<file path="config.mk">
export PLATFORM = sky130hd
export DESIGN_NAME = layer_train_sequencer_flat
export DESIGN_NICKNAME = d
export VERILOG_FILES = /design/src/rtl/layer_train_sequencer_pkg.sv /design/src/rtl/layer_train_sequencer_if.sv /design/src/rtl/zero2one_abs_err_sum.sv /design/src/rtl/layer_train_sequencer.sv /design/src/flat_wrapper.sv
export SDC_FILE = /design/constraint.sdc
export NUM_CORES = 2
export LEC_CHECK = 0
export ABC_AREA = 1
export CAP_MARGIN = 10
export CORE_MARGIN = 2
export CORE_UTILIZATION = 30
export DETAILED_ROUTE_END_ITERATION = 7
export GPL_TIMING_DRIVEN = 0
export PLACE_DENSITY_LB_ADDON = 0.12
export SYNTH_ARGS = -nofsm -noshare
export SYNTH_HDL_FRONTEND = slang
export SYNTH_SLANG_ARGS = --single-unit
</file>
<file path="constraint.sdc">
create_clock -name clock -period 41.3 [get_ports clock]
set_clock_uncertainty 0.1 [all_clocks]
set_input_delay 12.39 -clock clock [delete_from_list [all_inputs] [get_ports clock]]
set_output_delay 12.39 -clock clock [all_outputs]
set_load 0.02 [all_outputs]
</file>
<file path="src/rtl/layer_train_sequencer_pkg.sv">
// Shared definitions for the layer training sequencer: data encodings, FSM states and
// small arithmetic helpers.
package layer_train_sequencer_pkg;

  // 8-bit unsigned encoding of the range 0.0 .. 1.0.
  typedef logic [7:0]  zero2one_t;
  typedef logic [15:0] frac_t;

  typedef enum logic [2:0] {
    StIdle,
    StPresent,
    StCapture,
    StLearn,
    StNext,
    StDone
  } train_state_t;

  function automatic zero2one_t abs_diff(input zero2one_t a, input zero2one_t b);
    return (a >= b) ? (a - b) : (b - a);
  endfunction

  function automatic logic [31:0] sat_add32(input logic [31:0] a, input logic [31:0] b);
    logic [32:0] s;
    s = {1'b0, a} + {1'b0, b};
    return s[32] ? 32'hFFFF_FFFF : s[31:0];
  endfunction

endpackage

</file>
<file path="src/rtl/layer_train_sequencer_if.sv">
// Stimulus/response bundle between the training sequencer (master) and the layer (slave).
interface layer_train_sequencer_if
  import layer_train_sequencer_pkg::*;
#(
  parameter int unsigned N = 16,
  parameter int unsigned M = 29
);

  logic      layer_valid;
  logic      layer_learn;
  zero2one_t layer_in           [N];
  zero2one_t layer_expected_out [M];
  zero2one_t layer_out          [M];

  modport master (
    output layer_valid,
    output layer_learn,
    output layer_in,
    output layer_expected_out,
    input  layer_out
  );

  modport slave (
    input  layer_valid,
    input  layer_learn,
    input  layer_in,
    input  layer_expected_out,
    output layer_out
  );

endinterface

</file>
<file path="src/rtl/zero2one_abs_err_sum.sv">
// Combinational sum of absolute differences between two zero2one_t vectors, computed on
// the raw unsigned encodings.
module zero2one_abs_err_sum
  import layer_train_sequencer_pkg::*;
#(
  parameter int unsigned M = 29
) (
  input  zero2one_t   actual   [M],
  input  zero2one_t   expected [M],
  output logic [31:0] sum
);

  always_comb begin
    sum = '0;
    for (int i = 0; i < M; i++) begin
      sum = sum + 32'(abs_diff(actual[i], expected[i]));
    end
  end

endmodule

</file>
<file path="src/rtl/layer_train_sequencer.sv">
// Replays a small sample memory through a trainable layer for a fixed number of epochs.
// Optional per-epoch error accumulation is enabled by defining TRAIN_ERR_ACC_EN.
module layer_train_sequencer
  import layer_train_sequencer_pkg::*;
#(
  parameter int unsigned N      = 16,
  parameter int unsigned M      = 29,
  parameter int unsigned S      = 8,
  parameter int unsigned EPOCHS = 4,
  parameter int unsigned LAT    = 1
) (
  input  logic                         clock,
  input  logic                         reset,
  input  logic                         start,
  input  logic                         abort,
  input  logic                         wr_en,
  input  logic [$clog2(S)-1:0]         wr_addr,
  input  zero2one_t                    wr_in       [N],
  input  zero2one_t                    wr_expected [M],
  output logic                         busy,
  output logic                         done,
  output logic [$clog2(EPOCHS+1)-1:0]  epoch_cnt,
  output logic [$clog2(S)-1:0]         sample_idx,
  output logic [31:0]                  epoch_error,
  layer_train_sequencer_if.master      layer
);

  localparam int unsigned IdxW = $clog2(S);
  localparam int unsigned EcW  = $clog2(EPOCHS + 1);

  localparam logic [IdxW-1:0] IdxLast   = IdxW'(S - 1);
  localparam logic [EcW-1:0]  EpochLast = EcW'(EPOCHS - 1);
  localparam logic [3:0]      LatLast   = 4'(LAT - 1);

  train_state_t    state_q, state_d;
  logic [IdxW-1:0] idx_q, idx_d;
  logic [EcW-1:0]  epoch_q, epoch_d;
  logic [3:0]      lat_q, lat_d;
  logic            kill;
  logic            drive;

  zero2one_t mem_in  [S][N];
  zero2one_t mem_exp [S][M];
  zero2one_t cur_in  [N];
  zero2one_t cur_exp [M];

  // Abort only means something once a run is in flight.
  assign kill = abort && (state_q != StIdle);

  // Sample memory survives reset and abort; it is only writable while idle.
  always_ff @(posedge clock) begin
    if (state_q == StIdle && wr_en) begin
      mem_in[wr_addr]  <= wr_in;
      mem_exp[wr_addr] <= wr_expected;
    end
  end

  always_comb begin
    for (int i = 0; i < N; i++) cur_in[i] = mem_in[idx_q][i];
    for (int i = 0; i < M; i++) cur_exp[i] = mem_exp[idx_q][i];
  end

  always_ff @(posedge clock) begin
    if (reset) begin
      state_q <= StIdle;
      idx_q   <= '0;
      epoch_q <= '0;
      lat_q   <= '0;
    end else begin
      state_q <= state_d;
      idx_q   <= idx_d;
      epoch_q <= epoch_d;
      lat_q   <= lat_d;
    end
  end

  always_comb begin
    state_d = state_q;
    if (kill) begin
      state_d = StIdle;
    end else begin
      case (state_q)
        StIdle:    if (start) state_d = StPresent;
        StPresent: if (lat_q == LatLast) state_d = StCapture;
        StCapture: state_d = StLearn;
        StLearn:   state_d = StNext;
        StNext: begin
          if (idx_q == IdxLast && epoch_q == EpochLast) state_d = StDone;
          else                                          state_d = StPresent;
        end
        StDone:    state_d = StIdle;
        default:   state_d = StIdle;
      endcase
    end
  end

  always_comb begin
    idx_d   = idx_q;
    epoch_d = epoch_q;
    lat_d   = (state_q == StPresent) ? lat_q + 4'd1 : 4'd0;
    if (!kill) begin
      case (state_q)
        StIdle: begin
          if (start) begin
            idx_d   = '0;
            epoch_d = '0;
          end
        end
        StNext: begin
          if (idx_q == IdxLast) begin
            idx_d   = '0;
            epoch_d = epoch_q + EcW'(1);
          end else begin
            idx_d = idx_q + IdxW'(1);
          end
        end
        default: ;
      endcase
    end
  end

  always_comb begin
    busy              = (state_q != StIdle);
    done              = (state_q == StDone);
    drive             = (state_q == StPresent) || (state_q == StCapture) || (state_q == StLearn);
    layer.layer_valid = drive;
    layer.layer_learn = (state_q == StLearn);
    for (int i = 0; i < N; i++) layer.layer_in[i] = drive ? cur_in[i] : '0;
    for (int i = 0; i < M; i++) layer.layer_expected_out[i] = drive ? cur_exp[i] : '0;
  end

  assign epoch_cnt  = epoch_q;
  assign sample_idx = idx_q;

`ifdef TRAIN_ERR_ACC_EN
  logic [31:0] acc_q, acc_d;
  logic [31:0] err_q, err_d;
  logic [31:0] err_sum;
  zero2one_t   out_s [M];

  always_comb begin
    for (int i = 0; i < M; i++) out_s[i] = layer.layer_out[i];
  end

  zero2one_abs_err_sum #(
    .M(M)
  ) u_err_sum (
    .actual   (out_s),
    .expected (cur_exp),
    .sum      (err_sum)
  );

  always_ff @(posedge clock) begin
    if (reset) begin
      acc_q <= '0;
      err_q <= '0;
    end else begin
      acc_q <= acc_d;
      err_q <= err_d;
    end
  end

  // epoch_error is only published at the end of a full epoch, so an abort leaves it alone.
  always_comb begin
    acc_d = acc_q;
    err_d = err_q;
    if (!kill) begin
      if (state_q == StIdle && start) begin
        acc_d = '0;
      end else if (state_q == StCapture) begin
        acc_d = sat_add32(acc_q, err_sum);
      end else if (state_q == StNext && idx_q == IdxLast) begin
        err_d = acc_q;
        acc_d = '0;
      end
    end
  end

  assign epoch_error = err_q;
`else
  logic unused_layer_out;

  always_comb begin
    unused_layer_out = 1'b0;
    for (int i = 0; i < M; i++) unused_layer_out = unused_layer_out ^ (^layer.layer_out[i]);
  end

  assign epoch_error = '0;
`endif

endmodule
</file>
<file path="src/flat_wrapper.sv">
// flat-port wrapper written by rule: the top's interface ports become plain ports
module layer_train_sequencer_flat import layer_train_sequencer_pkg::*;
#(
  parameter int unsigned N      = 16,
  parameter int unsigned M      = 29,
  parameter int unsigned S      = 8,
  parameter int unsigned EPOCHS = 4,
  parameter int unsigned LAT    = 1
)
  (clock, reset, start, abort, wr_en, wr_addr, wr_in, wr_expected, busy, done, epoch_cnt, sample_idx, epoch_error, layer_layer_valid, layer_layer_learn, layer_layer_in, layer_layer_expected_out, layer_layer_out);
  layer_train_sequencer_if #(.N(N), .M(M)) layer_i ();
  input  logic clock;
  input  logic reset;
  input  logic start;
  input  logic abort;
  input  logic wr_en;
  input  logic [$clog2(S)-1:0] wr_addr;
  input  zero2one_t wr_in[N];
  input  zero2one_t wr_expected[M];
  output logic busy;
  output logic done;
  output logic [$clog2(EPOCHS+1)-1:0] epoch_cnt;
  output logic [$clog2(S)-1:0] sample_idx;
  output logic [31:0] epoch_error;
  output wire logic [$bits(layer_i.layer_valid)-1:0] layer_layer_valid;
  output wire logic [$bits(layer_i.layer_learn)-1:0] layer_layer_learn;
  output wire logic [$bits(layer_i.layer_in)-1:0] layer_layer_in;
  output wire logic [$bits(layer_i.layer_expected_out)-1:0] layer_layer_expected_out;
  input wire logic [$bits(layer_i.layer_out)-1:0] layer_layer_out;
  assign layer_layer_valid = layer_i.layer_valid;
  assign layer_layer_learn = layer_i.layer_learn;
  assign layer_layer_in = {>>{layer_i.layer_in}};
  assign layer_layer_expected_out = {>>{layer_i.layer_expected_out}};
  assign layer_i.layer_out = {>>{layer_layer_out}};
  layer_train_sequencer #(.N(N), .M(M), .S(S), .EPOCHS(EPOCHS), .LAT(LAT)) u_core (.clock(clock), .reset(reset), .start(start), .abort(abort), .wr_en(wr_en), .wr_addr(wr_addr), .wr_in(wr_in), .wr_expected(wr_expected), .busy(busy), .done(done), .epoch_cnt(epoch_cnt), .sample_idx(sample_idx), .epoch_error(epoch_error), .layer(layer_i));
endmodule
</file>
Word level (Yosys, flattened, before mapping) --
Memories as Yosys holds them, arrays and structs flattened. A register that Yosys moved wholly into a read port is not among the register bits. Index checks and enable logic that the tools add are counted.
Storage, ports and cells: output and inout port bits 402, bits of input ports 600, word-level logic and storage cells 95, bits in writable memories 2880, flip-flop bits (word level) 13, memories 2
Memory list:
- u_core.mem_exp | depth 8, width 232, read ports 1, clocked after memory_dff 1, wr ports 1, RTL line layer_train_sequencer.sv:43 | zero2one_t mem_exp [S][M];
- u_core.mem_in | depth 8, width 128, read ports 1, clocked after memory_dff 1, wr ports 1, RTL line layer_train_sequencer.sv:42 | zero2one_t mem_in [S][N];
Cells by class: add/subtract/negate cells 3, equality and inequality tests 10, reduce and logical (&&, ||, !) cells 14, mux-type cells 60, bitwise gates (word level) 2
Operators by type and width (number):
- 8-bit 2-to-1 mux | 45
- 3-bit 2-to-1 mux | 10
- 3-bit case mux with 5 select lines | 1
- 3-bit case mux with 2 select lines | 2
- 3-bit by 2-bit equality test with 1-bit output (second input constant) | 3
- 3-bit equality test (second input constant) | 3
- 3-bit by 1-bit adder with 3-bit output (second input constant) | 2
- 4-bit by 1-bit adder with 4-bit output (second input constant) | 1
- 4-bit zero test | 1
- 2-bit by 1-bit inequality test with 1-bit output (second input constant) | 2
- 4-bit AND reduction | 1
- 2-bit OR reduction | 2
- 3-bit by 1-bit equality test with 1-bit output (second input constant) | 1
- 1-bit logical AND | 3
- 3-bit zero test | 1
- 3-bit AND reduction | 1
- 3-bit nonzero test | 1
- 1-bit logical OR | 2
- 1-bit 2-to-1 mux | 2
- 2-bit inequality test (second input constant) | 1
- 1-bit inverter | 2
- 2-bit AND reduction | 1
- 2-bit nonzero test | 1

Longest topological paths before layout --
depth in word-level cells 6, depth in mapped cells 10, depth with buffers taken out 8

Least setup slack after synthesis --
No wires, ideal clock.
path type in2reg, start point input wr_en, end point memory u_core.mem_exp[4][0] in the netlist's numbering, enable pin, path buffers 0, path slack 2.847 ns, arrival time 36.830 ns, required time 39.677 ns, setup time 1.523 ns, stages 4, cells stage by stage inv_1 -> nor2_1 -> nand2_1 -> nor3_1
Between the ends: cells in the longest elaborated chain, start to end 3
RTL lines:
- from (decl) | RTL line flat_wrapper.sv:16 | input logic wr_en;
- 1-bit logical AND | RTL line layer_train_sequencer.sv:52 | if (state_q == StIdle && wr_en) begin
- 1-bit 2-to-1 mux | RTL line layer_train_sequencer.sv:52
- 1-bit 2-to-1 mux (not written as such) | RTL line layer_train_sequencer.sv:54 | mem_exp[wr_addr] <= wr_expected;
- to (decl) | RTL line layer_train_sequencer.sv:43
Every way passes these cells.

==> impl_metrics.env <==
export IMPL_outcome="complete, no violations"
export IMPL_numCtsBuffers=336
export IMPL_maxCapViolations=0
export IMPL_netlist_top_cells_area="edfxtp_1 (74%), nand2_1 (7.0%), nor2_1 (5.9%), nand3_1 (4.7%), or2_0 (1.7%)"
export IMPL_critPathBufInv=5
export IMPL_fmax_mhz=57.36
export IMPL_dpl_instance_area_mm2=0.1336
export IMPL_critPathMaxStageDelay_ps=730
export IMPL_crit_arrival_ps=4940
export IMPL_grt_setup_unrepaired="false"
export IMPL_design_area_mm2=0.1446
export IMPL_p_per_area_mw_per_mm2=51.21
export IMPL_end_kind="output pin"
export IMPL_wl_mm=393.6
export IMPL_die_area_mm2=0.3926
export IMPL_die_x_um=626.6
export IMPL_synth_seq_cells=2896
export IMPL_yosysSeqAreaShare_pct=74.64
export IMPL_drc=0
export IMPL_synth_cells=9761
export IMPL_worst_slack_ps=23870
export IMPL_synth_compound_area_share_pct=3.144
export IMPL_synth_simple_area_share_pct=19.62
export IMPL_grt_pass1_wl_mm=554.9
export IMPL_tightest_slew_ps=1008
export IMPL_cp_cell_sequence="buf_4 > buf_4 > buf_2 > clkbuf_1 > nand2_1 > nand3_1 > a21oi_1 > nor2_1 > clkdlybuf4s50_1"
export IMPL_grt_total_usage_pct=19.47
export IMPL_slew_limit_headroom_pct=32.77
export IMPL_crit_type="reg -> out"
export IMPL_yosys_area_top_type="edfxtp_1"
export IMPL_clk_latency_ps=940
export IMPL_setup_tns_ps=0
export IMPL_avgSynthCellArea_um2=11.91
export IMPL_rows=228
export IMPL_cts_tree="done"
export IMPL_ctsLongestPathBuffers=4
export IMPL_htree_levels=5
export IMPL_r2r_start="u_core.state_q[0]"
export IMPL_holdPathEnd="u_core.lat_q[0]"
export IMPL_synth_most_common_cell="edfxtp_1"
export IMPL_slowest_stage="clkdlybuf4s50_1"
export IMPL_cts_setup_buffers=0
export IMPL_io_pins=1002
export IMPL_drtPass1Iterations=6
export IMPL_worstHoldPathCells=1
export IMPL_timing_rr_end="u_core.mem_exp[4][213]"
export IMPL_syn_area_mm2=0.1163
export IMPL_muxShareOfSynthArea_pct=0
export IMPL_critPathMostFrequentCell="buf_4"
export IMPL_synth_top_family_by_area="simple AND/OR/NAND/NOR gates"
export IMPL_grt_pass1_vias=76470
export IMPL_cts_hold_buf=0
export IMPL_netlist_area_leader_share_pct=74.37
export IMPL_synth_xor_area_share_pct=0.007531
export IMPL_antenna_found_initial=112
export IMPL_ys_types=26
export IMPL_clock_root_buffer="clkbuf_16"
export IMPL_hold_ws_ps=375.9
export IMPL_fp_dieH_um=626.6
export IMPL_rr_worst_depth=16
export IMPL_hpwl_mm=268.7
export IMPL_setup_viol=0
export IMPL_dpl_worst_slack_ps=24610
export IMPL_ys_warn_count=0
export IMPL_final_nets=11680
export IMPL_numPortBuffers=737
export IMPL_clock_sinks=2896
export IMPL_startpoint_type="flip-flop"
export IMPL_synthFlopType="edfxtp_1"
export IMPL_synth_adder_area_share_pct=0.06455
export IMPL_required_ps=28810
export IMPL_drt_iter0_markers=5880
export IMPL_place_congestion=0.7807
export IMPL_synthArstFlopShare_pct=0
export IMPL_start_util_pct=30.15
export IMPL_ctsResizeCount=0
export IMPL_cpLargestDelayFamily="buffers and inverters"
export IMPL_core_mm2=0.3857
export IMPL_ant_nets=0
export IMPL_fin_crit_ps=17430
export IMPL_synth_edf_count=2880
export IMPL_r2r_slack_ps=36610
export IMPL_vias_per_cell=4.698
export IMPL_ir_drop_mv=0.03398
export IMPL_avgRoutedWirePerCell_um=23.78
export IMPL_finalCritPeriodShare_pct=42.21
export IMPL_path_max_fanout=11
export IMPL_hp_class="reg -> reg"
export IMPL_areaGrowthSynthToFinish_pct=24.31
export IMPL_hold_viol=0
export IMPL_overflow=0
export IMPL_drive_above_1_share_pct=8.318
export IMPL_grt_start_max_net_pins=33
export IMPL_hold_start="u_core.lat_q[0]"
export IMPL_slew_viol_final=0
export IMPL_vias=77750
export IMPL_synth_common_cells="edfxtp_1 (2,880), nand2_1 (2,183), nor2_1 (1,829)"
export IMPL_p_leak_nw=48.65
export IMPL_cts_reportedPaths_clkPinSlew_ps=60
==> sequential cells by signal (all words and copies together) (netlist names), named ones only <==
signal             flops
u_core.epoch_cnt       3
u_core.mem_exp      1856
u_core.lat_q           4
u_core.mem_in       1024
u_core.state_q         3
u_core.sample_idx      3
==> cell families (layout without fill, tap and decap cells) <==
family | count (synthesis) | in the layout
flip-flops | 2896 | 2896
XOR/XNOR | 1 | 1
other | 1 | 69
adder cells (fa/ha/maj) | 6 | 6
AND/OR/NAND/NOR | 5470 | 5470
buffers and inverters | 657 | 2202
AO/OA/AOI/OAI | 730 | 730
==> worst reg2reg max path: stages (launching register included) <==
cell,delay (ps)
dfxtp_1,340
nor2_2,350
nand2_1,200
nor2_1,210
nand2_1,250
nor3_2,770
buf_4,320
buf_6,190
buf_6,200
buf_6,190
buf_8,170
buf_6,180
buf_6,180
buf_6,180
buf_6,180
buf_6,160
buf_6,170
==> worst max-delay path by stage <==
stage | slack [ps] | endpoint | from | cells past startpoint
after floorplan | 2850 | u_core.mem_exp[4][0] | wr_en | 4
after global placement | -25970 | u_core.mem_exp[5][160] | wr_addr[1] | 2
after detailed placement | 24610 | layer_layer_in[13] | flip-flop | 9
after CTS | 23540 | layer_layer_in[13] | flip-flop | 9
after global routing | 23590 | layer_layer_expected_out[168] | flip-flop | 10
final | 23870 | layer_layer_in[15] | flip-flop | 9
==> layout make-up <==
class,count,area [um^2]
multi-input combinational,6239,26740
fill,37200,241100
buffer,630,2839
sequential,2896,86800
clock buffer,404,8757
antenna,37,92.59
tap,5175,6475
inverter,27,103.9
timing repair buffer,942,10710
clock inverter,199,2049
==> report_power, final <==
group / leakage (nW) / internal, mW / switching (mW)
sequential: 26.2 / 3.31 / 0.0136
combinational: 17.2 / 0.355 / 0.794
clock: 5.23 / 1.70 / 1.23
==> layout by cell type (no fill, tap or decap), types with 25 or more instances in the layout <==
master           synthesis  routed
nand2_1               2183    2183
a21oi_1                364     364
bufinv_16                0      29
clkinv_1                 0      82
diode_2                  0      37
buf_12                   0      93
inv_1                   25      25
or2_2                   52      52
clkbuf_1               338     386
buf_2                  122     122
clkbuf_16                0     339
nand3_1               1088    1088
conb_1                   1      32
nor2_1                1829    1823
edfxtp_1              2880    2880
clkdlybuf4s50_1          0     737
o21ai_0                365     365
buf_1                   91      91
buf_6                    4      89
or2_0                  310     310
buf_4                   72      78
clkinv_2                 0      46
==> per-stage QoR <==
step / util (%) / std cells / total power [mW]
after global placement: 33.77 / 15700 / 4.619
after global routing: 37.47 / 16530 / 7.692
final: 37.48 / 16550 / 7.404
after detailed placement: 34.65 / 15910 / 4.552
after floorplan: - / 9792 / 3.999
after CTS: 37.45 / 16510 / 7.511
==> layer usage <==
layer	GRT usage [%]	share of wire, %	vias up
li1	-	-	36490
met1	25.22	43	38340
met2	33.38	49	2215
met3	3.310	5.6	639
met4	5.602	2.8	58
met5	0	0.091	-
Power figures use the tool's default switching activity.
